## config.mk

```make
export PLATFORM = sky130hd
export DESIGN_NAME = chassis_cmd_parser
export DESIGN_NICKNAME = d
export VERILOG_FILES = /design/src/rtl/chassis_cmd_parser.sv
export SDC_FILE = /design/constraint.sdc
export NUM_CORES = 1
export LEC_CHECK = 0
export BUFFER_PORTS_ARGS = -buffer_cell sky130_fd_sc_hd__buf_4
export CORE_ASPECT_RATIO = 0.5
export CORE_MARGIN = 2
export CORE_UTILIZATION = 54
export DETAILED_ROUTE_END_ITERATION = 10
export PLACE_DENSITY = 0.76
export REMOVE_ABC_BUFFERS = 1
export SETUP_SLACK_MARGIN = 0.5
export SLEW_MARGIN = 30
export SYNTH_ARGS = -nofsm -noshare
export SYNTH_HDL_FRONTEND = slang
export SYNTH_SLANG_ARGS = --single-unit
```

## constraint.sdc

```tcl
create_clock -name clk -period 4.15 [get_ports clk]
set_input_delay 0 -clock clk [delete_from_list [all_inputs] [get_ports clk]]
set_output_delay 0 -clock clk [all_outputs]
set_load 0.02 [all_outputs]
```

## src/rtl/chassis_cmd_parser.sv

```systemverilog
// Frame parser for the host UART link: AA 55 CMD LEN PAYLOAD[LEN] CHK frames drive the
// wheel setpoints. An inter-byte gap timer aborts stalled frames; a watchdog zeroes the wheels.
module chassis_cmd_parser #(
  parameter int MAX_LEN     = 8,
  parameter int GAP_CYCLES  = 25000,
  parameter int WDOG_CYCLES = 12500000
) (
  input  logic        clk,
  input  logic        rst,
  input  logic [7:0]  rx_data,
  input  logic        rx_rdy,
  output logic [15:0] speed_l,
  output logic [15:0] speed_r,
  output logic [7:0]  cmd_code,
  output logic        cmd_valid,
  output logic        frame_err,
  output logic [7:0]  err_cnt,
  output logic        wdog_timeout,
  output logic        busy
);

  localparam int GAP_W  = $clog2(GAP_CYCLES + 1);
  localparam int WDOG_W = $clog2(WDOG_CYCLES + 1);
  localparam int IDX_W  = (MAX_LEN > 1) ? $clog2(MAX_LEN) : 1;
  localparam logic [7:0]        MAX_LEN_B = 8'(MAX_LEN);
  localparam logic [GAP_W-1:0]  GAP_LAST  = GAP_W'(GAP_CYCLES - 1);
  localparam logic [WDOG_W-1:0] WDOG_LAST = WDOG_W'(WDOG_CYCLES - 1);
  localparam logic [WDOG_W-1:0] WDOG_MAX  = WDOG_W'(WDOG_CYCLES);

  typedef enum logic [2:0] {HDR0, HDR1, CMD, LEN, PAY, CHK} state_t;

  state_t            state_q, state_d;
  logic [7:0]        cmd_q, len_q, sum_q, pay_rem;
  logic [IDX_W-1:0]  pay_idx;
  logic [7:0]        pay_buf [MAX_LEN];
  logic [GAP_W-1:0]  gap_cnt;
  logic [WDOG_W-1:0] wdog_cnt;

  logic gap_expire, len_err, chk_ok, chk_bad;
  logic is_speed, is_stop, dispatch_bad, valid_ev, err_ev, wdog_expire;

  assign busy = (state_q != HDR0);

  always_ff @(posedge clk or posedge rst) begin
    if (rst) state_q <= HDR0;
    else     state_q <= state_d;
  end

  // A gap expiry aborts the frame even if a byte lands that cycle; that byte restarts the header hunt.
  always_comb begin
    state_d    = state_q;
    gap_expire = busy && (gap_cnt == GAP_LAST);
    len_err    = 1'b0;
    chk_ok     = 1'b0;
    chk_bad    = 1'b0;
    if (gap_expire) begin
      state_d = (rx_rdy && rx_data == 8'hAA) ? HDR1 : HDR0;
    end else if (rx_rdy) begin
      case (state_q)
        HDR0: if (rx_data == 8'hAA) state_d = HDR1;
        HDR1: begin
          if (rx_data == 8'h55)      state_d = CMD;
          else if (rx_data != 8'hAA) state_d = HDR0;
        end
        CMD: state_d = LEN;
        LEN: begin
          if (rx_data > MAX_LEN_B) begin
            len_err = 1'b1;
            state_d = HDR0;
          end else if (rx_data == 8'd0) begin
            state_d = CHK;
          end else begin
            state_d = PAY;
          end
        end
        PAY: if (pay_rem == 8'd1) state_d = CHK;
        CHK: begin
          state_d = HDR0;
          if (rx_data == sum_q) chk_ok  = 1'b1;
          else                  chk_bad = 1'b1;
        end
        default: state_d = HDR0;
      endcase
    end
  end

  assign is_speed     = (cmd_q == 8'h01);
  assign is_stop      = (cmd_q == 8'h02);
  assign dispatch_bad = chk_ok && ((is_speed && len_q != 8'd4) || (is_stop && len_q != 8'd0));
  assign valid_ev     = chk_ok && !dispatch_bad;
  assign err_ev       = gap_expire || len_err || chk_bad || dispatch_bad;
  assign wdog_expire  = (wdog_cnt == WDOG_LAST);

  always_ff @(posedge clk or posedge rst) begin
    if (rst) begin
      cmd_q   <= '0;
      len_q   <= '0;
      sum_q   <= '0;
      pay_rem <= '0;
      pay_idx <= '0;
      gap_cnt <= '0;
      for (int i = 0; i < MAX_LEN; i++) pay_buf[i] <= '0;
    end else begin
      if (rx_rdy || !busy || gap_expire) gap_cnt <= '0;
      else                               gap_cnt <= gap_cnt + GAP_W'(1);
      if (rx_rdy && !gap_expire) begin
        case (state_q)
          CMD: begin
            cmd_q <= rx_data;
            sum_q <= rx_data;
          end
          LEN: begin
            len_q   <= rx_data;
            pay_rem <= rx_data;
            pay_idx <= '0;
            sum_q   <= sum_q + rx_data;
          end
          PAY: begin
            pay_buf[pay_idx] <= rx_data;
            pay_idx          <= pay_idx + IDX_W'(1);
            pay_rem          <= pay_rem - 8'd1;
            sum_q            <= sum_q + rx_data;
          end
          default: ;
        endcase
      end
    end
  end

  // A frame dispatched on the watchdog expiry cycle takes priority over the forced stop.
  always_ff @(posedge clk or posedge rst) begin
    if (rst) begin
      speed_l      <= '0;
      speed_r      <= '0;
      cmd_code     <= '0;
      cmd_valid    <= 1'b0;
      frame_err    <= 1'b0;
      err_cnt      <= '0;
      wdog_timeout <= 1'b0;
      wdog_cnt     <= '0;
    end else begin
      cmd_valid <= valid_ev;
      frame_err <= err_ev;
      if (err_ev && err_cnt != 8'hFF) err_cnt <= err_cnt + 8'd1;
      if (valid_ev) begin
        wdog_cnt     <= '0;
        wdog_timeout <= 1'b0;
        cmd_code     <= cmd_q;
        if (is_speed) begin
          speed_l <= {pay_buf[0], pay_buf[1]};
          speed_r <= {pay_buf[2], pay_buf[3]};
        end else if (is_stop) begin
          speed_l <= '0;
          speed_r <= '0;
        end
      end else begin
        if (wdog_cnt != WDOG_MAX) wdog_cnt <= wdog_cnt + WDOG_W'(1);
        if (wdog_expire) begin
          wdog_timeout <= 1'b1;
          speed_l      <= '0;
          speed_r      <= '0;
        end
      end
    end
  end

endmodule

```

==> results.json <==
{
  "fillerInstances": 1035,
  "placedCellCount": 884,
  "antenna_left": 0,
  "synthArstFlopShare_pct": 100,
  "routed_wl_mm": 16.0,
  "antenna_found_initial": 0,
  "grt_usage_pct": 23.0,
  "critPathKind": "flop to flop",
  "ios": 63,
  "path_max_fanout": 35,
  "syn_area_sq_mm": 0.00745,
  "fin_ws_ps": 1300,
  "total_leakage_power_nw": 4.18,
  "setup_violations": 0,
  "final_cell_mix": "dfrtp_1 (160), nor2_1 (70), buf_4 (68)",
  "h-tree-depth": 4,
  "drtIter0Drc": 443,
  "met3_usage_pct": 5.27,
  "syn_inst": 669,
  "synth_warnings": 0,
  "power.total_mw": 3.66,
  "utilization_pct": 64.8,
  "finalClockSkew_ps": 12.5,
  "cts_sinks": 160,
  "die_x_um": 170,
  "grt_pass1_wl_mm": 26.5,
  "placement.io_buffers": 62,
  "clk_latency_ps": 420,
  "cts_tree": "done",
  "fin_area_sq_mm": 0.00875,
  "cts.path.max_buffers": 2,
  "hpwlAfterDp_mm": 10.1,
  "grt_remaining_overflow": 0,
  "switchingPower_uw": 989,
  "start_util_pct": 55.1,
  "cts_root_buffer": "clkbuf_16",
  "place_ws_ps": 1380,
  "power.internal_mw": 2.67,
  "synth_cell_types": 62,
  "p_comb_share_pct": 10.8,
  "busiest_layer": "met2",
  "fin_cells": 924,
  "antennaDiodeCount": 0,
  "hold_violations": 0,
  "place_area_sq_mm": 0.00807,
  "hold_slack_ps": 10.5,
  "cap_violations": 0,
  "slew_viol_final": 0,
  "ys_ff_latch": 160,
  "place_congestion": 0.834,
  "rsz0062_at_grt": "no",
  "avgRoutedWirePerCell_um": 17.3,
  "core_sq_mm": 0.0135,
  "fin_setup_tns_ps": 0,
  "critical_path_required_ps": 4510,
  "grt_start_max_net_pins": 89,
  "layout_commonest_cell": "dfrtp_1",
  "die_h_um": 87.0,
  "grt_pass1_vias": 5106,
  "final_net_count": 762,
  "finalCritPeriodShare_pct": 68.7,
  "synth-main-ff-cell": "dfrtp_1",
  "remaining_drc_errors": 0,
  "ys_seq_area_share_pct": 53.8,
  "p_sw_share_pct": 27.0,
  "max_slew.worst_pin.slew_ps": 799,
  "avgSynthCellArea_sq_um": 11.1,
  "hold_class": "input pin to flop",
  "synth_edf_count": 0,
  "final_layout_size_suffix_gt1_share_pct": 23.4,
  "cp-start-kind": "flop",
  "status": "finished clean",
  "p_clk_share_pct": 43.6,
  "die_area_sq_mm": 0.0148,
  "cts_buffers": 17,
  "crit_arrival_ps": 3210,
  "met2_usage_pct": 37.3,
  "relSlewSlack_pct": 46.3,
  "grtUsageMet1_pct": 31.7,
  "clk_pin_slew_worst_paths_ps": 70,
  "pwr-share-seq_pct": 45.6,
  "fmaxAchievable_mhz": 351,
  "powerDensity_mw_per_mm2": 418,
  "fin_crit_ps": 2850,
  "area_delta_synth_final_pct": 17.5,
  "rows": 30,
  "endpoint_kind": "flop",
  "dr.pass1.iters": 6,
  "vias": 5417,
  "viasPerCell": 5.86,
  "vdd_ir_drop_max_mv": 0.264
}
## path summary, 6_finish.rpt
path                              from            to  slack (ps)  cells after the start
setup reg to reg              sum_q[6]    speed_l[8]        1300                      8
hold reg to reg            pay_buf[52]    speed_l[4]         490                      1
setup / recovery              sum_q[6]    speed_l[8]        1300                      8
min in group asynchronous          rst  wdog_cnt[20]         280                      3
max in group asynchronous          rst   pay_buf[50]        2820                      4
hold / removal              rx_data[7]      cmd_q[7]          10                      2
## cell type report
| cell class | instances | area (sq um) | area share (%) |
|---|---|---|---|
| sequential | 160 | 4000 | 45.8 |
| multi-input combinational | 460 | 3250 | 37.1 |
| tap | 176 | 220 | 2.52 |
| clock buffer | 17 | 425 | 4.86 |
| inverter | 19 | 76.3 | 0.872 |
| clock inverter | 14 | 169 | 1.93 |
| timing repair buffer | 78 | 606 | 6.92 |
## metal layers
layer | wire, um | part of all wire, %
met1 | 7370 | 46
met2 | 7660 | 48
met3 | 777 | 4.9
met4 | 164 | 1.0
met5 | 0 | 0
## synth_stat cells (3+ instances only)
cell,count,share of area (%)
a32o_1,3,0.40
mux2_2,57,8.6
a22oi_1,4,0.40
dfrtp_1,160,54
nor4_1,6,0.50
a22o_1,33,3.9
and3_1,11,0.92
a21oi_1,25,1.7
nor2_1,70,3.5
nand3_1,34,2.3
nand2b_1,10,0.84
mux2i_1,5,0.67
or3_1,4,0.34
clkbuf_1,18,0.91
xor2_1,24,2.8
nor3_1,12,0.81
or2_2,4,0.34
o21ai_0,27,1.8
o22ai_1,3,0.25
xnor2_1,15,1.8
inv_1,19,0.96
buf_2,11,0.74
nand4_1,12,1.0
ha_1,14,2.4
o211ai_1,5,0.50
nor2b_1,3,0.25
nand2_1,31,1.6
o2111ai_1,3,0.35
## registers in the layout, indices dropped and copies added (netlist names), 15 cells and up
| name | flops |
|---|---|
| gap_cnt | 15 |
| pay_buf | 32 |
| speed_r | 16 |
| wdog_cnt | 24 |
| speed_l | 16 |
## power groups by stage
stage          combinational [mW]  sequential, mW  clock (mW)
2_1_floorplan               0.277            1.68           0
3_3_place_gp                0.372            1.69           0
3_5_place_dp                0.381            1.70           0
4_1_cts                     0.393            1.67        1.62
5_1_grt                     0.444            1.68        1.69
6_report                    0.393            1.67        1.60
## logic make-up after synthesis
| kind of cell | count (synthesis) | share of synthesized area (%) |
|---|---|---|
| AND/OR/NAND/NOR | 221 | 15.5 |
| flip-flops | 160 | 53.8 |
| AO/OA/AOI/OAI | 123 | 11.5 |
| multiplexers | 62 | 9.29 |
| buffers and inverters | 49 | 2.75 |
| XOR/XNOR | 39 | 4.59 |
| adder cells (fa/ha/maj) | 15 | 2.62 |
## critical path, stage by stage (launching register included)
cell	delay [ps]
dfrtp_1	410
ha_1	340
nor4_1	260
nand4_1	200
nor4_4	340
buf_4	410
mux2i_2	240
buf_4	340
a22o_1	200
## what timing repair did
| action | CTS | global route |
|---|---|---|
| endpoints found under the hold margin | 127 | 0 |
| hold buffers | 9 | 0 |
| setup buffers | 0 | 0 |
| gates resized for setup | 0 | 0 |
| setup endpoints to repair | 0 | 0 |
Power figures use the tool's default switching activity.
